--- src/rtl/ht_pair_decoder.sv ---
// Bit-serial MP3 Huffman big_values pair decoder with an external codebook lookup.
// Optional HT_BITCOUNT_EN adds a saturating consumed-bit counter on bits_used.
module ht_pair_decoder #(
  parameter int unsigned MAX_BITS = 19,
  parameter int unsigned MAXLIN   = 13,
  parameter int unsigned VAL_W    = 16
) (
  input  logic                clk,
  input  logic                rst,
  input  logic                start,
  input  logic [3:0]          linbits,
  input  logic [9:0]          pair_count,
  input  logic                axiiv,
  input  logic                axiid,
  output logic                axiir,
  output logic [4:0]          lut_len,
  output logic [MAX_BITS-1:0] lut_bits,
  input  logic                lut_hit,
  input  logic [3:0]          lut_x,
  input  logic [3:0]          lut_y,
  output logic                axiov,
  input  logic                axior,
  output logic [VAL_W-1:0]    x_val,
  output logic [VAL_W-1:0]    y_val,
  output logic                done,
  output logic                err,
  output logic [15:0]         bits_used
);

  localparam int unsigned LEN_W = 5;
  localparam int unsigned LB_W  = 4;
  localparam int unsigned CNT_W = 10;

  typedef enum logic [3:0] {
    S_IDLE, S_CODE, S_XLIN, S_XSGN, S_YLIN, S_YSGN, S_OUT, S_DONE, S_ERR
  } state_t;

  state_t              state_q, state_d;
  logic [LB_W-1:0]     lin_q, lin_d;
  logic [LB_W-1:0]     lin_cnt_q, lin_cnt_d;
  logic [CNT_W-1:0]    target_q, target_d;
  logic [CNT_W-1:0]    pair_cnt_q, pair_cnt_d;
  logic [LEN_W-1:0]    lut_len_q, lut_len_d;
  logic [MAX_BITS-1:0] lut_bits_q, lut_bits_d;
  logic [3:0]          x_abs_q, x_abs_d, y_abs_q, y_abs_d;
  logic [MAXLIN-1:0]   x_lin_q, x_lin_d, y_lin_q, y_lin_d;
  logic                x_neg_q, x_neg_d, y_neg_q, y_neg_d;
  logic                err_q, err_d, done_q, done_d, axiov_q, axiov_d;
  logic [VAL_W-1:0]    x_val_q, x_val_d, y_val_q, y_val_d;
  logic                axiir_c;

  // After the x fields: decide which y field (if any) is needed next.
  function automatic state_t after_x(input logic [3:0] ya, input logic [LB_W-1:0] lb);
    if (ya == 4'd15 && lb != '0) return S_YLIN;
    else if (ya != 4'd0)         return S_YSGN;
    else                         return S_OUT;
  endfunction

  function automatic logic [VAL_W-1:0] signed_mag(input logic [3:0] a,
                                                  input logic [MAXLIN-1:0] l,
                                                  input logic neg);
    logic [VAL_W-1:0] m;
    m = VAL_W'(a) + VAL_W'(l);
    return neg ? -m : m;
  endfunction

  always_comb begin
    state_d    = state_q;
    lin_d      = lin_q;
    lin_cnt_d  = lin_cnt_q;
    target_d   = target_q;
    pair_cnt_d = pair_cnt_q;
    lut_len_d  = lut_len_q;
    lut_bits_d = lut_bits_q;
    x_abs_d    = x_abs_q;
    y_abs_d    = y_abs_q;
    x_lin_d    = x_lin_q;
    y_lin_d    = y_lin_q;
    x_neg_d    = x_neg_q;
    y_neg_d    = y_neg_q;
    err_d      = err_q;
    x_val_d    = x_val_q;
    y_val_d    = y_val_q;
    axiir_c    = 1'b0;

    case (state_q)
      S_IDLE: begin
        if (start) begin
          lin_d      = (linbits > LB_W'(MAXLIN)) ? LB_W'(MAXLIN) : linbits;
          target_d   = pair_count;
          pair_cnt_d = '0;
          err_d      = 1'b0;
          lut_len_d  = '0;
          lut_bits_d = '0;
          lin_cnt_d  = '0;
          x_lin_d    = '0;
          y_lin_d    = '0;
          x_neg_d    = 1'b0;
          y_neg_d    = 1'b0;
          state_d    = (pair_count == '0) ? S_DONE : S_CODE;
        end
      end
      S_CODE: begin
        if (lut_len_q != '0 && lut_hit) begin
          x_abs_d    = lut_x;
          y_abs_d    = lut_y;
          lut_len_d  = '0;
          lut_bits_d = '0;
          lin_cnt_d  = '0;
          if (lut_x == 4'd15 && lin_q != '0) state_d = S_XLIN;
          else if (lut_x != 4'd0)            state_d = S_XSGN;
          else                               state_d = after_x(lut_y, lin_q);
        end else if (lut_len_q == LEN_W'(MAX_BITS)) begin
          state_d = S_ERR;
        end else begin
          axiir_c = 1'b1;
          if (axiiv) begin
            lut_bits_d = {lut_bits_q[MAX_BITS-2:0], axiid};
            lut_len_d  = lut_len_q + LEN_W'(1);
          end
        end
      end
      S_XLIN: begin
        axiir_c = 1'b1;
        if (axiiv) begin
          x_lin_d = {x_lin_q[MAXLIN-2:0], axiid};
          if (lin_cnt_q == lin_q - LB_W'(1)) begin
            lin_cnt_d = '0;
            state_d   = S_XSGN;
          end else begin
            lin_cnt_d = lin_cnt_q + LB_W'(1);
          end
        end
      end
      S_XSGN: begin
        axiir_c = 1'b1;
        if (axiiv) begin
          x_neg_d = axiid;
          state_d = after_x(y_abs_q, lin_q);
        end
      end
      S_YLIN: begin
        axiir_c = 1'b1;
        if (axiiv) begin
          y_lin_d = {y_lin_q[MAXLIN-2:0], axiid};
          if (lin_cnt_q == lin_q - LB_W'(1)) begin
            lin_cnt_d = '0;
            state_d   = S_YSGN;
          end else begin
            lin_cnt_d = lin_cnt_q + LB_W'(1);
          end
        end
      end
      S_YSGN: begin
        axiir_c = 1'b1;
        if (axiiv) begin
          y_neg_d = axiid;
          state_d = S_OUT;
        end
      end
      S_OUT: begin
        if (axior) begin
          pair_cnt_d = pair_cnt_q + CNT_W'(1);
          x_lin_d    = '0;
          y_lin_d    = '0;
          x_neg_d    = 1'b0;
          y_neg_d    = 1'b0;
          state_d    = (pair_cnt_d == target_q) ? S_DONE : S_CODE;
        end
      end
      S_DONE: state_d = S_IDLE;
      S_ERR: begin
        err_d      = 1'b1;
        lut_len_d  = '0;
        lut_bits_d = '0;
        state_d    = S_IDLE;
      end
      default: state_d = S_IDLE;
    endcase

    // Output values are captured once on entry to OUT and held through the stall.
    if (state_d == S_OUT && state_q != S_OUT) begin
      x_val_d = signed_mag(x_abs_d, x_lin_d, x_neg_d);
      y_val_d = signed_mag(y_abs_d, y_lin_d, y_neg_d);
    end
  end

  assign axiov_d = (state_d == S_OUT);
  assign done_d  = (state_d == S_DONE);

  always_ff @(posedge clk or posedge rst) begin
    if (rst) begin
      state_q    <= S_IDLE;
      lin_q      <= '0;
      lin_cnt_q  <= '0;
      target_q   <= '0;
      pair_cnt_q <= '0;
      lut_len_q  <= '0;
      lut_bits_q <= '0;
      x_abs_q    <= '0;
      y_abs_q    <= '0;
      x_lin_q    <= '0;
      y_lin_q    <= '0;
      x_neg_q    <= 1'b0;
      y_neg_q    <= 1'b0;
      err_q      <= 1'b0;
      done_q     <= 1'b0;
      axiov_q    <= 1'b0;
      x_val_q    <= '0;
      y_val_q    <= '0;
    end else begin
      state_q    <= state_d;
      lin_q      <= lin_d;
      lin_cnt_q  <= lin_cnt_d;
      target_q   <= target_d;
      pair_cnt_q <= pair_cnt_d;
      lut_len_q  <= lut_len_d;
      lut_bits_q <= lut_bits_d;
      x_abs_q    <= x_abs_d;
      y_abs_q    <= y_abs_d;
      x_lin_q    <= x_lin_d;
      y_lin_q    <= y_lin_d;
      x_neg_q    <= x_neg_d;
      y_neg_q    <= y_neg_d;
      err_q      <= err_d;
      done_q     <= done_d;
      axiov_q    <= axiov_d;
      x_val_q    <= x_val_d;
      y_val_q    <= y_val_d;
    end
  end

`ifdef HT_BITCOUNT_EN
  logic [15:0] bits_q, bits_d;

  // Saturating count of consumed bits since the last accepted start.
  always_comb begin
    bits_d = bits_q;
    if (state_q == S_IDLE && start)
      bits_d = '0;
    else if (axiiv && axiir_c && bits_q != 16'hFFFF)
      bits_d = bits_q + 16'd1;
  end

  always_ff @(posedge clk or posedge rst) begin
    if (rst) bits_q <= '0;
    else     bits_q <= bits_d;
  end

  assign bits_used = bits_q;
`else
  assign bits_used = '0;
`endif

  assign axiir    = axiir_c;
  assign lut_len  = lut_len_q;
  assign lut_bits = lut_bits_q;
  assign axiov    = axiov_q;
  assign x_val    = x_val_q;
  assign y_val    = y_val_q;
  assign done     = done_q;
  assign err      = err_q;

endmodule

--- config.mk ---
export PLATFORM = sky130hd
export DESIGN_NAME = ht_pair_decoder
export DESIGN_NICKNAME = d
export VERILOG_FILES = /design/src/rtl/ht_pair_decoder.sv
export SDC_FILE = /design/constraint.sdc
export NUM_CORES = 1
export LEC_CHECK = 0
export ABC_AREA = 0
export CORE_MARGIN = 2
export CORE_UTILIZATION = 45
export CTS_CLUSTER_DIAMETER = 60
export CTS_CLUSTER_SIZE = 30
export DETAILED_ROUTE_END_ITERATION = 7
export MAX_ROUTING_LAYER = met4
export PLACE_DENSITY = 0.68
export SLEW_MARGIN = 20
export SYNTH_ARGS = -nofsm -noshare
export SYNTH_HDL_FRONTEND = slang
export SYNTH_SLANG_ARGS = --single-unit
export TNS_END_PERCENT = 10
--- constraint.sdc ---
create_clock -name clk -period 7.7 [get_ports clk]
set_input_delay 1.155 -clock clk [delete_from_list [all_inputs] [get_ports clk]]
set_output_delay 1.155 -clock clk [all_outputs]
set_load 0.01 [all_outputs]
# --- Word level (Yosys, flattened, before mapping) ---
# Index checks and enable logic that the tools add are counted.
word_totals:
  regBits: 127
  latchBits: 0
  mem_bits_rw: 0
  romBits: 0
  input_bits: 29
  output_inout_bits: 76
  word_cells: 137
  memories: 0
op_classes:
  add_sub_neg: 8
  multipliers: 0
  div_mod_pow: 0
  magnitude_cmp: 1
  eq_ne: 22
  n_shift: 0
  muxes: 65
  n_bitwise: 0
  reduce_logical: 23
ops:
  columns: ["cell", "n"]
  rows:
  - ["two-way mux 13 bit", 6]
  - ["one-hot mux 13 bit (3 select lines)", 2]
  - ["two-way mux 19 bit", 4]
  - ["two-way mux 4 bit", 19]
  - ["one-hot mux 19 bit (3 select lines)", 1]
  - ["two-way mux 16 bit", 2]
  - ["negation 14 -> 16 bit", 2]
  - ["adder 4 x 13 -> 14 bit", 2]
  - ["one-hot mux 4 bit (7 select lines)", 1]
  - ["equality test 4 x 3 -> 1 bit (second input constant)", 5]
  - ["two-way mux 10 bit", 2]
  - ["two-way mux 5 bit", 4]
  - ["one-hot mux 10 bit (2 select lines)", 1]
  - ["equality test 4 bit (second input constant)", 4]
  - ["nonzero test 4 bit", 4]
  - ["one-hot mux 5 bit (3 select lines)", 1]
  - ["two-way mux 3 bit", 4]
  - ["one-hot mux 4 bit (3 select lines)", 1]
  - ["adder 10 x 1 -> 10 bit (second input constant)", 1]
  - ["equality test 10 bit", 1]
  - ["zero test 10 bit", 1]
  - ["two-way mux 1 bit", 9]
  - ["equality test 4 x 2 -> 1 bit (second input constant)", 2]
  - ["two-way mux 2 bit", 4]
  - ["23 further kinds", 36]

# --- Longest topological paths before layout ---
# Gate-level depths: netlist (run 1).
logic_depth:
  ltp_word: 9
  mapped_depth: 19
  mapped_depth_nobuf: 18

# --- Least setup slack after synthesis (run 1) ---
# Ideal clock, no wire load.
synth_path:
  kind: "input to register"
  start: "input axiiv"
  end: "register x_val_q[13], in the netlist x_val[13]"
  setup_ns: 0.130
  arrival_ns: 5.050
  required_time_ns: 7.570
  path_slack_ns: 2.519
  path_stages: 16
  n_path_buf: 3
  cell_sequence: "nor3b_2 > and2_1 > clkbuf_1 > clkbuf_1 > a22o_1 > ha_1 > a211oi_1 > nor2_1 > o221a_1 > buf_4 > xor2_1 > or4_1 > or3b_1 > o41ai_2 > xnor2_1 > o21ai_1"
synth_via:
  elab_chain_len: 5
  elab_cells_between_ends: 14
synth_rtl:
  columns: ["element", "line_no", "rtl"]
  rows:
  - ["start, declared", "13", "input logic axiiv,"]
  - ["two-way mux 13 bit (*)", "125", "if (axiiv) begin"]
  - ["one-hot mux 13 bit (3 select lines) (*)", "86", "case (state_q)"]
  - ["named net x_lin_d[1]", "46", "logic [MAXLIN-1:0] x_lin_q, x_lin_d, y_lin_q, y_lin_d;"]
  - ["adder 4 x 13 -> 14 bit (*)", "63", "m = VAL_W'(a) + VAL_W'(l);"]
  - ["negation 14 -> 16 bit", "64", "return neg ? -m : m;"]
  - ["two-way mux 16 bit (*)", "64", null]
  - ["end signal, assigned", "228", "x_val_q <= x_val_d;"]
  - ["end, declared", "49", "logic [VAL_W-1:0] x_val_q, x_val_d, y_val_q, y_val_d;"]
# Mark *: on every way through the listed nets, which the timed path passes. The rest lies on a longest branch.
# A chain may end at the register's enable or synchronous reset.

# --- Worst setup path after layout (run 1) ---
# Ends and elaborated chain as after synthesis.

==> results of run 1 <==
-- worst min-delay path, stage by stage, from the launching register on --
cell and delay [ns]:
sky130_fd_sc_hd__dfrtp_1 0.34, sky130_fd_sc_hd__nand2_1 0.05, sky130_fd_sc_hd__o21ai_0 0.06
-- logic make-up (layout without fill, tap and decap cells) --
| family | count (synthesis) | after routing | synth area share, % |
|---|---|---|---|
| adders and majority gates | 18 | 18 | 3.23 |
| muxes | 19 | 19 | 2.84 |
| xor gates and xnor gates | 62 | 62 | 7.29 |
| AOI/OAI and AO/OA | 219 | 219 | 19.4 |
| and+or+nand+nor | 304 | 304 | 19.3 |
| other | 1 | 16 | 0.0503 |
| buffers and inverters | 86 | 147 | 5.24 |
| DFF | 127 | 127 | 42.7 |
-- placed cells by master (no fill, tap or decap), drive strengths merged, types with 5 or more instances in the layout --
master | Yosys | routed
o41ai | 5 | 5
or4 | 6 | 6
clkdlybuf4s50 | 0 | 88
a21oi | 33 | 33
and2 | 11 | 11
nor3 | 13 | 13
o31ai | 16 | 16
bufinv | 0 | 7
nor2 | 38 | 38
nor4 | 9 | 9
mux2 | 17 | 17
a31oi | 7 | 7
and3 | 6 | 6
inv | 23 | 23
o21ai | 80 | 80
nor2b | 5 | 5
nand2 | 151 | 151
nand3 | 20 | 20
nand4 | 11 | 11
a211oi | 5 | 5
conb | 1 | 16
xnor2 | 38 | 38
nor3b | 7 | 7
xor2 | 24 | 24
o211ai | 7 | 7
dfrtp | 127 | 127
clkbuf | 41 | 22
a21o | 10 | 10
or3 | 6 | 6
o21a | 5 | 5
ha | 16 | 16
a22o | 22 | 22
-- worst min-delay path by stage --
stage	from	to	cells after the start
4_1_cts	x_val[12]	x_val[12]	2
3_5_place_dp	x_val[12]	x_val[12]	2
5_1_grt	y_val[11]	y_val[11]	2
6_report	x_val[12]	x_val[12]	2
3_3_place_gp	x_val[8]	x_val[8]	2
2_1_floorplan	x_abs_q[0]	x_abs_q[0]	2
-- state kept, by name, summed over array words and instances (netlist names), 5 cells and up --
name	cells
lut_bits	19
lut_len	5
pair_cnt_q	10
target_q	10
x_lin_q	13
x_val	16
y_lin_q	13
y_val	16
-- layer usage --
layer,GRT usage (%),routed length [um]
met5,-,0
met4,7.89,324
met3,3.79,632
met2,34.0,8480
met1,27.2,7960
-- power breakdown --
| part | switching [mW] | leakage, nW | internal [mW] | total, mW |
|---|---|---|---|---|
| registers | 0.126 | 1.70 | 0.814 | 0.940 |
| logic | 0.649 | 1.89 | 0.492 | 1.14 |
| clock network | 0.294 | 0.337 | 0.665 | 0.960 |
-- layout make-up --
cell class	count	area, um2	share of cell area, %
Sequential cell	127	3180	34.9
Multi-Input combinational cell	638	3950	43.3
Inverter	23	91.3	1.00
Timing Repair Buffer	92	911	10.0
Clock buffer	22	474	5.21
Tap cell	220	275	3.02
Clock inverter	10	230	2.53
-- per-stage QoR --
step	utilization [%]	hold slack, ns	area, um2
after floorplan	-	0.446	7500
after global placement	51.2	0.463	8400
after detailed placement	51.2	0.471	8400
after CTS	55.5	0.483	9100
after global routing	55.5	0.498	9110
final	55.5	0.474	9110
==> results.json, run 1 <==
{
  "floorplan.initialDensity_pct": 45.4,
  "dominantRegCellSynth": "sky130_fd_sc_hd__dfrtp_1",
  "htree_num_levels": 4,
  "startpoint_type": "input pin",
  "worst-setup-path-type": "in -> reg",
  "cts.sink_count": 127,
  "ioPinCount": 105,
  "count_of_unique_library_cells_instantiated_by_yosys": 67,
  "ff2ff_path_depth": 13,
  "worstPathMaxFanout": 21,
  "worstPathBufferInverterCount": 1,
  "clock_tree.buffer_depth": 2,
  "capturing_element_type_of_the_critical_path": "flop",
  "synth_largest_area_cell": "sky130_fd_sc_hd__dfrtp_1",
  "worstSetupStartpoint": "axiiv",
  "max_slew.worst_pin.slew_ns": 0.958,
  "drt_iter0_markers": 409,
  "synth.top_cells.by_count": "sky130_fd_sc_hd__nand2_1 (151), sky130_fd_sc_hd__dfrtp_1 (127), sky130_fd_sc_hd__o21ai_0 (79)",
  "clock_tree_from_tritoncts": "yes",
  "setup_violations": 0,
  "detail_route.wl_per_cell_um": 15.4,
  "vias_in_the_first_global_route": 6004,
  "timing.final.max_slew_violations": 0,
  "cts_inserted_buffers": 17,
  "port_buffers": 88,
  "synth_area_per_cell_um2": 8.91,
  "remaining_antenna_violation_count_after_routing": 0,
  "finalWorstPathRequiredPeriod_ns": 5.87,
  "totalPowerFinal_mw": 3.04,
  "maxSlewHeadroom_pct": 35.3,
  "full_die_area_um2": 17600,
  "synth.cell_area_um2": 7450,
  "critPathArrivalTime_ns": 6.15,
  "core_area_um2": 16400,
  "finalClockSkew_ns": 0.0102,
  "timing.critical_path.to": "x_val[13]",
  "p_leak_nw": 3.92,
  "ir_drop_mv": 0.162,
  "grt_pass1_wl_mm": 29.4,
  "std_cell_rows": 47,
  "detailedRoute.firstPassIterationCount": 5,
  "post_cts_buffers": 0,
  "cts-resized-gates": 0,
  "area.growth.synth_to_final_pct": 22.3,
  "root_buffer": "sky130_fd_sc_hd__clkbuf_16",
  "place.detailed.hpwl_mm": 12.2,
  "library_cell_contributing_the_largest_single_delay_on_the_critical_path": "sky130_fd_sc_hd__clkdlybuf4s50_1",
  "fin_crit_sh_pct": 76.3,
  "postSynthRegisterBits": 127,
  "outcome": "completed",
  "via_per_inst": 5.48,
  "rsz_0062_raised_after_global_routing": "no",
  "critical_path_depth": 14,
  "synth_edf_count": 0,
  "finalWirelength_mm": 17.4,
  "proportion_of_synthesized_flip_flops_having_asynchronous_set_or_reset_pct": 100,
  "path_clk_slew_ns": 0.05,
  "share_of_layout_cells_above_drive_strength_1_pct": 7.02,
  "grt_usage_pct": 21.3,
  "worst_path_largest_cell_delay_ns": 0.74,
  "die-height_um": 133,
  "yosys_warnings": 0,
  "layout.nets": 946,
  "setup_tns_ns": 0,
  "post_synth_main_area_contributors": "sky130_fd_sc_hd__dfrtp_1 (43%), sky130_fd_sc_hd__nand2_1 (7.6%), sky130_fd_sc_hd__o21ai_0 (5.3%)",
  "timing.rr.start": "state_q[1]",
  "via_count": 6206,
  "gp_congestion": 0.869,
  "critical-path-top-delay-family": "simple AND/OR/NAND/NOR gates",
  "critical_r2r_capture": "x_val[13]",
  "worstPathRequired_ns": 7.98,
  "holdBufCountCts": 0,
  "setup.reg_to_reg.worst_slack_ns": 2.34,
  "cap_violations": 0,
  "max_freq_ghz": 0.170,
  "stdcell_count": 1132,
  "worst_skew_pair.late_latency_ns": 0.42,
  "pin_count_of_the_biggest_net_entering_global_routing": 86,
  "syn_inst": 836,
  "hp-class": "reg -> reg",
  "fin_ws_ns": 1.83,
  "n_fill_cell": 1454,
  "dr_drc_count": 0,
  "synthMostInstantiatedCell": "sky130_fd_sc_hd__nand2_1",
  "powerDensity_nw_per_um2": 334,
  "preCtsSetupSlack_ns": 1.45,
  "placedCellCount": 1100,
  "dieWidth_um": 133,
  "synth_top_cell_area_share_pct": 42.7,
  "antenna_found_initial": 0,
  "worstPathCellList": "clkdlybuf4s50_1 -> nor3b_2 -> and2_1 -> a22o_1 -> ha_1 -> a211oi_1 -> nor2_1 -> o221a_1 -> xor2_1 -> or4_1 -> or3b_1 -> o41ai_2 -> xnor2_1 -> o21ai_1",
  "synth_sequential_area_ratio_pct": 42.7,
  "final_hold_viol_count": 0,
  "num_antenna_cells": 0,
  "grt_remaining_overflow": 0
}
Note: power is estimated with default switching activity, not from simulation.
==> run 2: changes to the inputs <==
==> constraint.sdc (replaced) <==
create_clock -name clk -period 5.8 [get_ports clk]
set_input_delay 0.87 -clock clk [delete_from_list [all_inputs] [get_ports clk]]
set_output_delay 0.87 -clock clk [all_outputs]
set_load 0.01 [all_outputs]
==> run 2 against run 1 <==
  * First-iteration DRC count down 7.3%
  * Sequential share of layout area barely moved
  * Via count up 0.74%
  * Global-route usage shrank 0.34 points
  * Clock-buffer cell count fell by 4
  * Worst hold slack got worse by 0.0018 ns
  * Flip-flop and latch count did not move
  * Non-clock buffer count increased by 10
  * Critical path depth unchanged
  * Critical path type unchanged
  * Largest power group unchanged
  * Highest routed layer unchanged
==> results.json, run 2 (synthesized netlist as in run 1, its figures left out) <==
{
  "via_count": 6252,
  "timing.hold.worst_path_depth": 2,
  "share_of_layout_cells_above_drive_strength_1_pct": 8.13,
  "finalWorstPathRequiredPeriod_ns": 4.94,
  "floorplan.initialDensity_pct": 45.4,
  "power_frac_seq_pct": 31.8,
  "core_area_um2": 16400,
  "via_per_inst": 5.47,
  "post_cts_buffers": 0,
  "holdBufCountCts": 0,
  "core_util_final_pct": 55.5,
  "sw_frac_of_total_pct": 36.7,
  "most-common-layout-cells": "sky130_fd_sc_hd__nand2_1 (151), sky130_fd_sc_hd__dfrtp_1 (127), sky130_fd_sc_hd__clkdlybuf4s50_1 (88)",
  "full_die_area_um2": 17600,
  "critPathArrivalTime_ns": 5.25,
  "drt_iter0_markers": 379,
  "remaining_antenna_violation_count_after_routing": 0,
  "grt_remaining_overflow": 0,
  "final_common_cell": "sky130_fd_sc_hd__nand2_1",
  "cts_inserted_buffers": 17,
  "num_antenna_cells": 0,
  "max_freq_ghz": 0.202,
  "port_buffers": 88,
  "setup_violations": 0,
  "pwr-share-clk_pct": 29.1,
  "final_hold_viol_count": 0,
  "area.growth.synth_to_final_pct": 22.2,
  "cts.sink_count": 127,
  "worstPathMaxFanout": 12,
  "setup_tns_ns": 0,
  "path_clk_slew_ns": 0.06,
  "ff2ff_path_depth": 13,
  "clock_tree.buffer_depth": 2,
  "max_slew.worst_pin.slew_ns": 0.935,
  "maxSlewHeadroom_pct": 37.4,
  "capturing_element_type_of_the_critical_path": "flop",
  "root_buffer": "sky130_fd_sc_hd__clkbuf_16",
  "gp_congestion": 0.860,
  "htree_num_levels": 4,
  "fin_crit_sh_pct": 85.2,
  "seqCellArea_um2": 3180,
  "vias_in_the_first_global_route": 5945,
  "hp-class": "reg -> reg",
  "ir_drop_mv": 0.268,
  "p_leak_nw": 3.93,
  "power.switching_mw": 1.44,
  "worst-setup-path-type": "in -> reg",
  "place.detailed.hpwl_mm": 12.3,
  "cts-resized-gates": 0,
  "std_cell_rows": 47,
  "multiInputGateArea_um2": 3940,
  "cap_violations": 0,
  "ioPinCount": 105,
  "layout.nets": 956,
  "powerDensity_nw_per_um2": 431,
  "startpoint_type": "input pin",
  "timing.final.max_slew_violations": 0,
  "finalClockSkew_ns": 0.00763,
  "antenna_found_initial": 0,
  "finalWirelength_mm": 17.3,
  "die-height_um": 133,
  "pin_count_of_the_biggest_net_entering_global_routing": 60,
  "rsz_0062_raised_after_global_routing": "no",
  "dr_drc_count": 0,
  "outcome": "completed",
  "dieWidth_um": 133,
  "worstPathRequired_ns": 6.10,
  "worst_skew_pair.late_latency_ns": 0.42,
  "grt_pass1_wl_mm": 29.1,
  "n_fill_cell": 1469,
  "comb_power_share_pct": 39.1,
  "detailedRoute.firstPassIterationCount": 5,
  "internal_power_mw": 2.48,
  "largest_register_ffs": 19,
  "clock_tree_from_tritoncts": "yes",
  "grt_usage_pct": 21.0,
  "detail_route.wl_per_cell_um": 15.1
}
-- run 2: cell types whose count changed in the layout (fill, tap and decap cells not counted), sizes merged --
cell	previous run	this run
buf	4	14
clkinv	1	6
clkbuf	22	18
bufinv	7	4
clkinvlp	2	4
-- run 2: worst paths after layout --
kind | from | end | slack [ns]
max in group asynchronous | rst | pair_cnt_q[0] | 3.88
worst min-delay path | x_val[8] | x_val[8] | 0.47
worst min register to register | x_val[8] | x_val[8] | 0.47
worst max-delay path | axiiv | y_val[10] | 0.86
worst max register to register | state_q[2] | y_val[10] | 1.09
min in group asynchronous | rst | lut_bits[10] | 0.81
-- run 2: per-layer routing --
metal / wire, um / track usage (%)
met1: 8170 / 27.9
met5: 0 / -
met4: 238 / 6.15
met2: 8230 / 32.5
met3: 659 / 4.44
-- run 2: power by group through the flow --
stage                     logic (mW)  registers [mW]  clock network (mW)
after CTS                       1.55            1.25                1.16
after global placement          1.51            1.26                   0
after detailed placement        1.53            1.26                   0
final                           1.53            1.25                1.14
after global routing            1.72            1.27                1.20
after floorplan                 1.06            1.24                   0
-- run 2: layout make-up --
cell class / instances / share of cell area (%)
multi-input combinational: 638 / 43.3
sequential: 127 / 34.9
timing repair buffer: 102 / 10.8
clock buffer: 18 / 4.83
tap: 220 / 3.02
clock inverter: 14 / 2.10
inverter: 23 / 0.976
-- run 2: critical path, stage by stage --
cell and delay [ns]:
sky130_fd_sc_hd__clkdlybuf4s50_1 0.72, sky130_fd_sc_hd__nor3b_1 0.11, sky130_fd_sc_hd__or4_1 0.63, sky130_fd_sc_hd__a22o_1 0.24, sky130_fd_sc_hd__ha_1 0.21, sky130_fd_sc_hd__fa_1 0.40
sky130_fd_sc_hd__a21o_1 0.17, sky130_fd_sc_hd__a21oi_1 0.26, sky130_fd_sc_hd__a21oi_1 0.19, sky130_fd_sc_hd__and3_1 0.24, sky130_fd_sc_hd__a311o_1 0.35, sky130_fd_sc_hd__o41ai_2 0.46
sky130_fd_sc_hd__xnor2_1 0.12, sky130_fd_sc_hd__mux2_2 0.27
-- run 2: per-stage QoR --
stage / instance area (um2) / cells / hold WS, ns / power [mW] / setup slack (ns)
finish: 9100 / 1142 / 0.472 / 3.92 / 0.857
global route: 9100 / 1142 / 0.507 / 4.20 / 0.493
CTS: 9100 / 1142 / 0.483 / 3.95 / 0.868
detailed placement: 8470 / 1110 / 0.469 / 2.79 / 0.427
global placement: 8470 / 1110 / 0.462 / 2.77 / 0.495
floorplan: 7500 / 851 / 0.446 / 2.30 / 0.904
